File: src/rtl/lsu_ctrl_pkg.sv
// Shared definitions for the load/store sequencer: funct3 codes, access
// sizes, FSM states and a helper that decodes funct3 into an access size.
package lsu_ctrl_pkg;

  // funct3 codes for loads and stores
  localparam logic [2:0] F3_LB  = 3'b000;
  localparam logic [2:0] F3_LH  = 3'b001;
  localparam logic [2:0] F3_LW  = 3'b010;
  localparam logic [2:0] F3_LBU = 3'b100;
  localparam logic [2:0] F3_LHU = 3'b101;
  localparam logic [2:0] F3_SB  = 3'b000;
  localparam logic [2:0] F3_SH  = 3'b001;
  localparam logic [2:0] F3_SW  = 3'b010;

  typedef enum logic [1:0] {
    SZ_BYTE,
    SZ_HALF,
    SZ_WORD
  } size_t;

  typedef enum logic [2:0] {
    S_IDLE,
    S_BEAT1,
    S_BEAT2,
    S_WAIT,
    S_RESP
  } state_t;

  // func[1:0] 0 = byte, 1 = half, anything else = word
  function automatic size_t size_of(input logic [2:0] func);
    case (func[1:0])
      2'd0:    return SZ_BYTE;
      2'd1:    return SZ_HALF;
      default: return SZ_WORD;
    endcase
  endfunction

endpackage

File: src/rtl/lsu_align.sv
// Combinational data path for the load/store sequencer.
//   func, off      : funct3 and byte offset of the access
//   wdata          : right-aligned store data
//   rd_first       : captured read data of beat 1 (used only when split)
//   rd_last        : read data of the final beat
//   split          : access crosses a word boundary (two beats)
//   we1/we2        : byte enables of beat 1 / beat 2
//   din1/din2      : shifted store data of beat 1 / beat 2
//   rdata          : merged, aligned and extended load result
module lsu_align
  import lsu_ctrl_pkg::*;
#(
  parameter int DATA_WIDTH = 32
) (
  input  logic [2:0]            func,
  input  logic [1:0]            off,
  input  logic [DATA_WIDTH-1:0] wdata,
  input  logic [DATA_WIDTH-1:0] rd_first,
  input  logic [DATA_WIDTH-1:0] rd_last,
  output logic                  split,
  output logic [3:0]            we1,
  output logic [3:0]            we2,
  output logic [DATA_WIDTH-1:0] din1,
  output logic [DATA_WIDTH-1:0] din2,
  output logic [DATA_WIDTH-1:0] rdata
);

  size_t                 size;
  logic [7:0]            mask;
  logic [5:0]            sh_lo;
  logic [5:0]            sh_hi;
  logic [DATA_WIDTH-1:0] lo_word;
  logic [DATA_WIDTH-1:0] merged;

  always_comb begin
    size  = size_of(func);
    sh_lo = {1'b0, off, 3'b000};
    // off == 0 gives a 32-bit shift, which clears the upper-beat terms
    sh_hi = 6'd32 - sh_lo;

    case (size)
      SZ_BYTE: mask = 8'h01;
      SZ_HALF: mask = 8'h03;
      default: mask = 8'h0F;
    endcase
    mask = mask << off;

    split = (size == SZ_HALF && off == 2'd3) || (size == SZ_WORD && off != 2'd0);
    we1   = mask[3:0];
    we2   = mask[7:4];
    din1  = wdata << sh_lo;
    din2  = wdata >> sh_hi;

    // a split load's first word was captured earlier; otherwise it is the last read
    lo_word = split ? rd_first : rd_last;
    merged  = lo_word >> sh_lo;
    if (split) merged = merged | (rd_last << sh_hi);

    case (size)
      SZ_BYTE: rdata = {{24{~func[2] & merged[7]}}, merged[7:0]};
      SZ_HALF: rdata = {{16{~func[2] & merged[15]}}, merged[15:0]};
      default: rdata = merged;
    endcase
  end

endmodule

File: src/rtl/lsu_ctrl.sv
// Load/store sequencer between execute and a word-addressed synchronous-read
// data memory. One byte-addressed request per handshake; word-crossing
// accesses take two memory beats; one response pulse per request.
//   clk, rst                : clock, synchronous active-high reset
//   req_valid/req_ready     : request handshake (ready only in IDLE)
//   req_we/func/addr/wdata  : request fields
//   resp_valid/resp_rdata   : completion pulse and extended load data
//   mem_en/addr/we/din      : registered memory command
//   mem_dout                : memory read data, valid the cycle after mem_en
module lsu_ctrl
  import lsu_ctrl_pkg::*;
#(
  parameter int DATA_WIDTH = 32,
  parameter int ADDR_WIDTH = 32,
  parameter int MEM_AW     = 14
) (
  input  logic                  clk,
  input  logic                  rst,
  input  logic                  req_valid,
  output logic                  req_ready,
  input  logic                  req_we,
  input  logic [2:0]            req_func,
  input  logic [ADDR_WIDTH-1:0] req_addr,
  input  logic [DATA_WIDTH-1:0] req_wdata,
  output logic                  resp_valid,
  output logic [DATA_WIDTH-1:0] resp_rdata,
  output logic                  mem_en,
  output logic [MEM_AW-1:0]     mem_addr,
  output logic [3:0]            mem_we,
  output logic [DATA_WIDTH-1:0] mem_din,
  input  logic [DATA_WIDTH-1:0] mem_dout
);

  state_t                state_q, state_d;
  logic                  we_q;
  logic [2:0]            func_q;
  logic [1:0]            off_q;
  logic [MEM_AW-1:0]     w0_q;
  logic [DATA_WIDTH-1:0] wdata_q;
  logic [DATA_WIDTH-1:0] beat1_q;

  logic                  cur_we;
  logic [2:0]            cur_func;
  logic [1:0]            cur_off;
  logic [MEM_AW-1:0]     cur_w0;
  logic [DATA_WIDTH-1:0] cur_wdata;

  logic                  split;
  logic [3:0]            we1, we2;
  logic [DATA_WIDTH-1:0] din1, din2, rdata;
  logic                  unused_addr;

  assign req_ready   = (state_q == S_IDLE);
  assign resp_valid  = (state_q == S_RESP);
  assign unused_addr = ^req_addr[ADDR_WIDTH-1:MEM_AW+2];

  // In IDLE the live request feeds the aligner so beat 1 is registered on the
  // accept edge itself; afterwards the latched copy is used.
  always_comb begin
    if (req_ready) begin
      cur_we    = req_we;
      cur_func  = req_func;
      cur_off   = req_addr[1:0];
      cur_w0    = req_addr[MEM_AW+1:2];
      cur_wdata = req_wdata;
    end else begin
      cur_we    = we_q;
      cur_func  = func_q;
      cur_off   = off_q;
      cur_w0    = w0_q;
      cur_wdata = wdata_q;
    end
  end

  lsu_align #(
    .DATA_WIDTH(DATA_WIDTH)
  ) u_align (
    .func     (cur_func),
    .off      (cur_off),
    .wdata    (cur_wdata),
    .rd_first (beat1_q),
    .rd_last  (mem_dout),
    .split    (split),
    .we1      (we1),
    .we2      (we2),
    .din1     (din1),
    .din2     (din2),
    .rdata    (rdata)
  );

  always_comb begin
    state_d = state_q;
    case (state_q)
      S_IDLE:  if (req_valid) state_d = S_BEAT1;
      S_BEAT1: begin
        if (split)     state_d = S_BEAT2;
        else if (we_q) state_d = S_RESP;
        else           state_d = S_WAIT;
      end
      S_BEAT2: state_d = we_q ? S_RESP : S_WAIT;
      S_WAIT:  state_d = S_RESP;
      S_RESP:  state_d = S_IDLE;
      default: state_d = S_IDLE;
    endcase
  end

  always_ff @(posedge clk) begin
    if (rst) begin
      state_q    <= S_IDLE;
      we_q       <= 1'b0;
      func_q     <= '0;
      off_q      <= '0;
      w0_q       <= '0;
      wdata_q    <= '0;
      beat1_q    <= '0;
      resp_rdata <= '0;
      mem_en     <= 1'b0;
      mem_addr   <= '0;
      mem_we     <= '0;
      mem_din    <= '0;
    end else begin
      state_q <= state_d;
      mem_en  <= 1'b0;
      mem_we  <= '0;

      if (state_q == S_IDLE && req_valid) begin
        we_q     <= req_we;
        func_q   <= req_func;
        off_q    <= req_addr[1:0];
        w0_q     <= req_addr[MEM_AW+1:2];
        wdata_q  <= req_wdata;
        mem_en   <= 1'b1;
        mem_addr <= cur_w0;
        mem_we   <= cur_we ? we1 : 4'h0;
        mem_din  <= cur_we ? din1 : '0;
      end

      if (state_q == S_BEAT1 && split) begin
        mem_en   <= 1'b1;
        mem_addr <= w0_q + 1'b1;
        mem_we   <= we_q ? we2 : 4'h0;
        mem_din  <= we_q ? din2 : '0;
      end

      if (state_q == S_BEAT2 && !we_q) beat1_q <= mem_dout;

      if (state_d == S_RESP) resp_rdata <= we_q ? '0 : rdata;
    end
  end

endmodule

File: config.mk
export PLATFORM = sky130hd
export DESIGN_NAME = lsu_ctrl
export DESIGN_NICKNAME = d
export VERILOG_FILES = /design/src/rtl/lsu_ctrl_pkg.sv /design/src/rtl/lsu_align.sv /design/src/rtl/lsu_ctrl.sv
export SDC_FILE = /design/constraint.sdc
export NUM_CORES = 1
export LEC_CHECK = 0
export BUFFER_PORTS_ARGS = -buffer_cell sky130_fd_sc_hd__buf_2
export CORE_MARGIN = 1.5
export CORE_UTILIZATION = 50
export DETAILED_ROUTE_END_ITERATION = 6
export GPL_TIMING_DRIVEN = 0
export PLACE_DENSITY = 0.71
export REMOVE_ABC_BUFFERS = 1
export SLEW_MARGIN = 20
export SYNTH_ARGS = -nofsm -noshare
export SYNTH_HDL_FRONTEND = slang
export SYNTH_SLANG_ARGS = --single-unit
File: constraint.sdc
create_clock -name clk -period 5.05 [get_ports clk]
set_clock_uncertainty 0.1 [all_clocks]
set_input_delay 0 -clock clk [delete_from_list [all_inputs] [get_ports clk]]
set_output_delay 0 -clock clk [all_outputs]
set_load 0.005 [all_outputs]
==> flow_summary.json <==
{
  "outcome": "completed",
  "slew_violations": 0,
  "start_util_pct": 51.63,
  "synth_area_per_cell_um2": 7.681,
  "diodes": 0,
  "numCtsBuffers": 17,
  "cp-start-kind": "flop",
  "hold_viol_final": 0,
  "syn_inst": 1224,
  "hold_path.class": "in2reg",
  "multi_input_area_mm2": 0.005599,
  "synthFlopType": "dfxtp_1",
  "synth_area_mm2": 0.009402,
  "dpl_worst_slack_ns": -1.133,
  "ant_nets": 0,
  "use_met2_pct": 52.53,
  "setup_violations": 0,
  "power.density_mw_per_mm2": 459.8,
  "period_share_pct": 96.16,
  "clkSlewWorstSetupHoldPaths_ns": 0.07,
  "crit_required_ns": 5.31,
  "ios": 188,
  "rows": 49,
  "antenna_found_initial": 0,
  "grt_pass1_vias": 9576,
  "area_growth_pct": 29.97,
  "fin_nets": 1558,
  "yosys_warnings": 0,
  "clock_latency_ns": 0.43,
  "ys_ff_latch": 170,
  "register_area_mm2": 0.003403,
  "ir_drop_mv": 0.4245,
  "port_buffers": 171,
  "clockBufferDepth": 2,
  "grtUsageMet1_pct": 37.07,
  "grt_max_degree": 85,
  "grt_setup_unrepaired": "false",
  "die_h_um": 140.1,
  "met3_usage_pct": 5.709,
  "track_usage_pct": 30.07,
  "drive_gt1_share_pct": 18.69,
  "gp_congestion": 0.8553,
  "dp_hpwl_mm": 18.07,
  "cts_tree": "done",
  "path_class": "reg2reg",
  "drt_iter0_drc": 858,
  "synth_edf_count": 0,
  "detail_route.wl_per_cell_um": 17.85,
  "top_usage_layer": "met2",
  "utilization_pct": 67.11,
  "routed_via_density": 5.909,
  "yosysUniqueCellTypes": 68,
  "die_w_um": 140.1,
  "htree_num_levels": 4,
  "fillers": 1542,
  "drc": 0,
  "max_freq_mhz": 205.9,
  "setup_ws_ns": 0.1939,
  "cp-end-kind": "flop",
  "yosysSeqAreaShare_pct": 36.20,
  "cts_root_buf": "clkbuf_16",
  "die_area_mm2": 0.01964,
  "core_area_mm2": 0.01821,
  "routed_wl_mm": 30.25,
  "dr.pass1.iters": 6,
  "drv_cap": 0,
  "crit_arrival_ns": 5.12,
  "grt_pass1_wl_mm": 47.71,
  "async_flop_share_pct": 0,
  "cp_max_fo": 28,
  "power_leakage_nw": 5.219,
  "via_count": 10020,
  "overflow": 0,
  "finalCriticalPeriod_ns": 4.856,
  "cts_sinks": 170,
  "relSlewSlack_pct": 19.65,
  "worstMarginPinSlew_ns": 1.196
}
-- cells in the mapped netlist, types with 17 or more instances --
library cell / n / share of area, %
a21oi_1: 125 / 6.7
a221oi_1: 20 / 1.9
a31oi_1: 25 / 1.7
buf_2: 17 / 0.90
clkbuf_1: 55 / 2.2
dfxtp_1: 170 / 36
mux2i_1: 90 / 9.6
nand2_1: 306 / 12
nand3_1: 25 / 1.3
nor2_1: 94 / 3.8
nor3_1: 42 / 2.2
o21ai_0: 52 / 2.8
-- through the flow --
step	hold WS (ns)	power, mW	std cells	cell area (um2)	setup TNS, ns
after floorplan	-0.03093	3.290	1127	8906	-66.58
after global placement	0.1520	3.960	1527	10050	-320.25
after detailed placement	0.1588	4.069	1538	10330	-44.19
after CTS	0.1171	5.527	1690	12170	0
after global routing	0.1738	5.916	1695	12220	0
final	0.1272	5.618	1695	12220	0
-- power by group --
| group | leakage, nW | total, mW | internal [mW] | switching (mW) |
|---|---|---|---|---|
| clock | 0.287 | 1.32 | 0.719 | 0.598 |
| combinational | 3.54 | 2.67 | 1.03 | 1.63 |
| sequential | 1.39 | 1.63 | 1.52 | 0.115 |
| total | 5.22 | 5.62 | 3.27 | 2.35 |
-- cell usage in the layout (no fill, tap or decap), types with 4 or more instances in the layout --
| master | Yosys | routed |
|---|---|---|
| o31ai_1 | 4 | 4 |
| buf_4 | 1 | 6 |
| a21oi_1 | 125 | 125 |
| mux2_2 | 7 | 7 |
| a22oi_1 | 15 | 15 |
| nor2_1 | 94 | 92 |
| a221oi_1 | 20 | 20 |
| o21ai_2 | 8 | 8 |
| nand4_1 | 7 | 7 |
| nand3_1 | 25 | 23 |
| o221ai_1 | 12 | 12 |
| clkbuf_16 | 0 | 17 |
| o31a_1 | 8 | 8 |
| nand2_1 | 306 | 304 |
| o32ai_1 | 7 | 7 |
| dfxtp_1 | 170 | 170 |
| xor2_1 | 4 | 4 |
| clkinv_4 | 1 | 5 |
| mux4_2 | 7 | 7 |
| o22ai_1 | 10 | 10 |
| xnor2_1 | 8 | 8 |
| a211oi_1 | 13 | 13 |
| dlygate4sd3_1 | 0 | 118 |
| a31oi_1 | 25 | 25 |
| nand3b_1 | 6 | 6 |
| buf_2 | 17 | 170 |
| o21ai_0 | 52 | 52 |
| inv_6 | 0 | 6 |
| inv_1 | 4 | 4 |
| nor3_1 | 42 | 40 |
| mux2i_1 | 90 | 88 |
-- final cells by class --
| type | instances | share of cell area (%) |
|---|---|---|
| well taps | 229 | 2.345 |
| repair buffers | 304 | 18.60 |
| clock buffers | 19 | 3.707 |
| flip-flops and latches | 170 | 27.85 |
| inverters | 8 | 0.5222 |
| repair inverters | 1 | 0.07168 |
| clock inverters | 13 | 1.085 |
| multi-input cells | 951 | 45.82 |
-- flip-flops by register name, summed over array words and instances, names as in the netlist, 2 cells and up --
name and count:
mem_din 32, mem_addr 14, mem_we 4, beat1_q 32, resp_rdata 32, state_q 3
wdata_q 32, func_q 3, off_q 2, w0_q 14
-- cells by family (layout without fill, tap and decap cells) --
kind of cell             count (synthesis)  in the layout  share of synthesized area, %
adder cells (fa/ha/maj)                  2              2                        0.2661
multiplexers                           105            105                         12.24
buffers and inverters                  105            345                         5.723
AND/OR/NAND/NOR                        507            509                         22.54
XOR/XNOR                                12             12                         1.118
flip-flops                             170            170                         36.20
AO/OA/AOI/OAI                          323            323                         21.91
-- critical path: stages, from the launching register on --
cell,delay (ns)
dfxtp_1,0.42
or3_1,0.66
bufinv_16,0.41
mux2i_4,0.33
buf_16,0.20
inv_2,0.26
ha_4,0.27
nand3b_1,0.29
nand3_2,0.32
nand2_8,0.30
o211a_1,0.23
o2111ai_1,0.13
a311o_2,0.61
o21ai_0,0.21
-- repair_timing --
action                     CTS  global route
hold endpoints to repair   142             0
setup endpoints to repair   63            24
hold buffers               118             0
pin swaps                    1             2
gates cloned                 0             3
resized for setup           10             1
buffers inserted             2             2
-- layer usage --
layer  vias to the layer above  part of all wire (%)
met5                         -                     0
met4                         0                   1.7
met3                        49                   8.1
met2                       460                    49
met1                      4686                    42
li1                       4820                     -
-- final timing paths --
kind,startpoint,to,slack (ns),cells after the start
setup / recovery,state_q[2],resp_rdata[17],0.19,13
hold / removal,req_valid,wdata_q[5],0.13,4
setup reg to reg,state_q[2],resp_rdata[17],0.19,13
hold reg to reg,resp_rdata[18],resp_rdata[18],0.35,2
No activity file was read; power rests on OpenSTA's default activity.
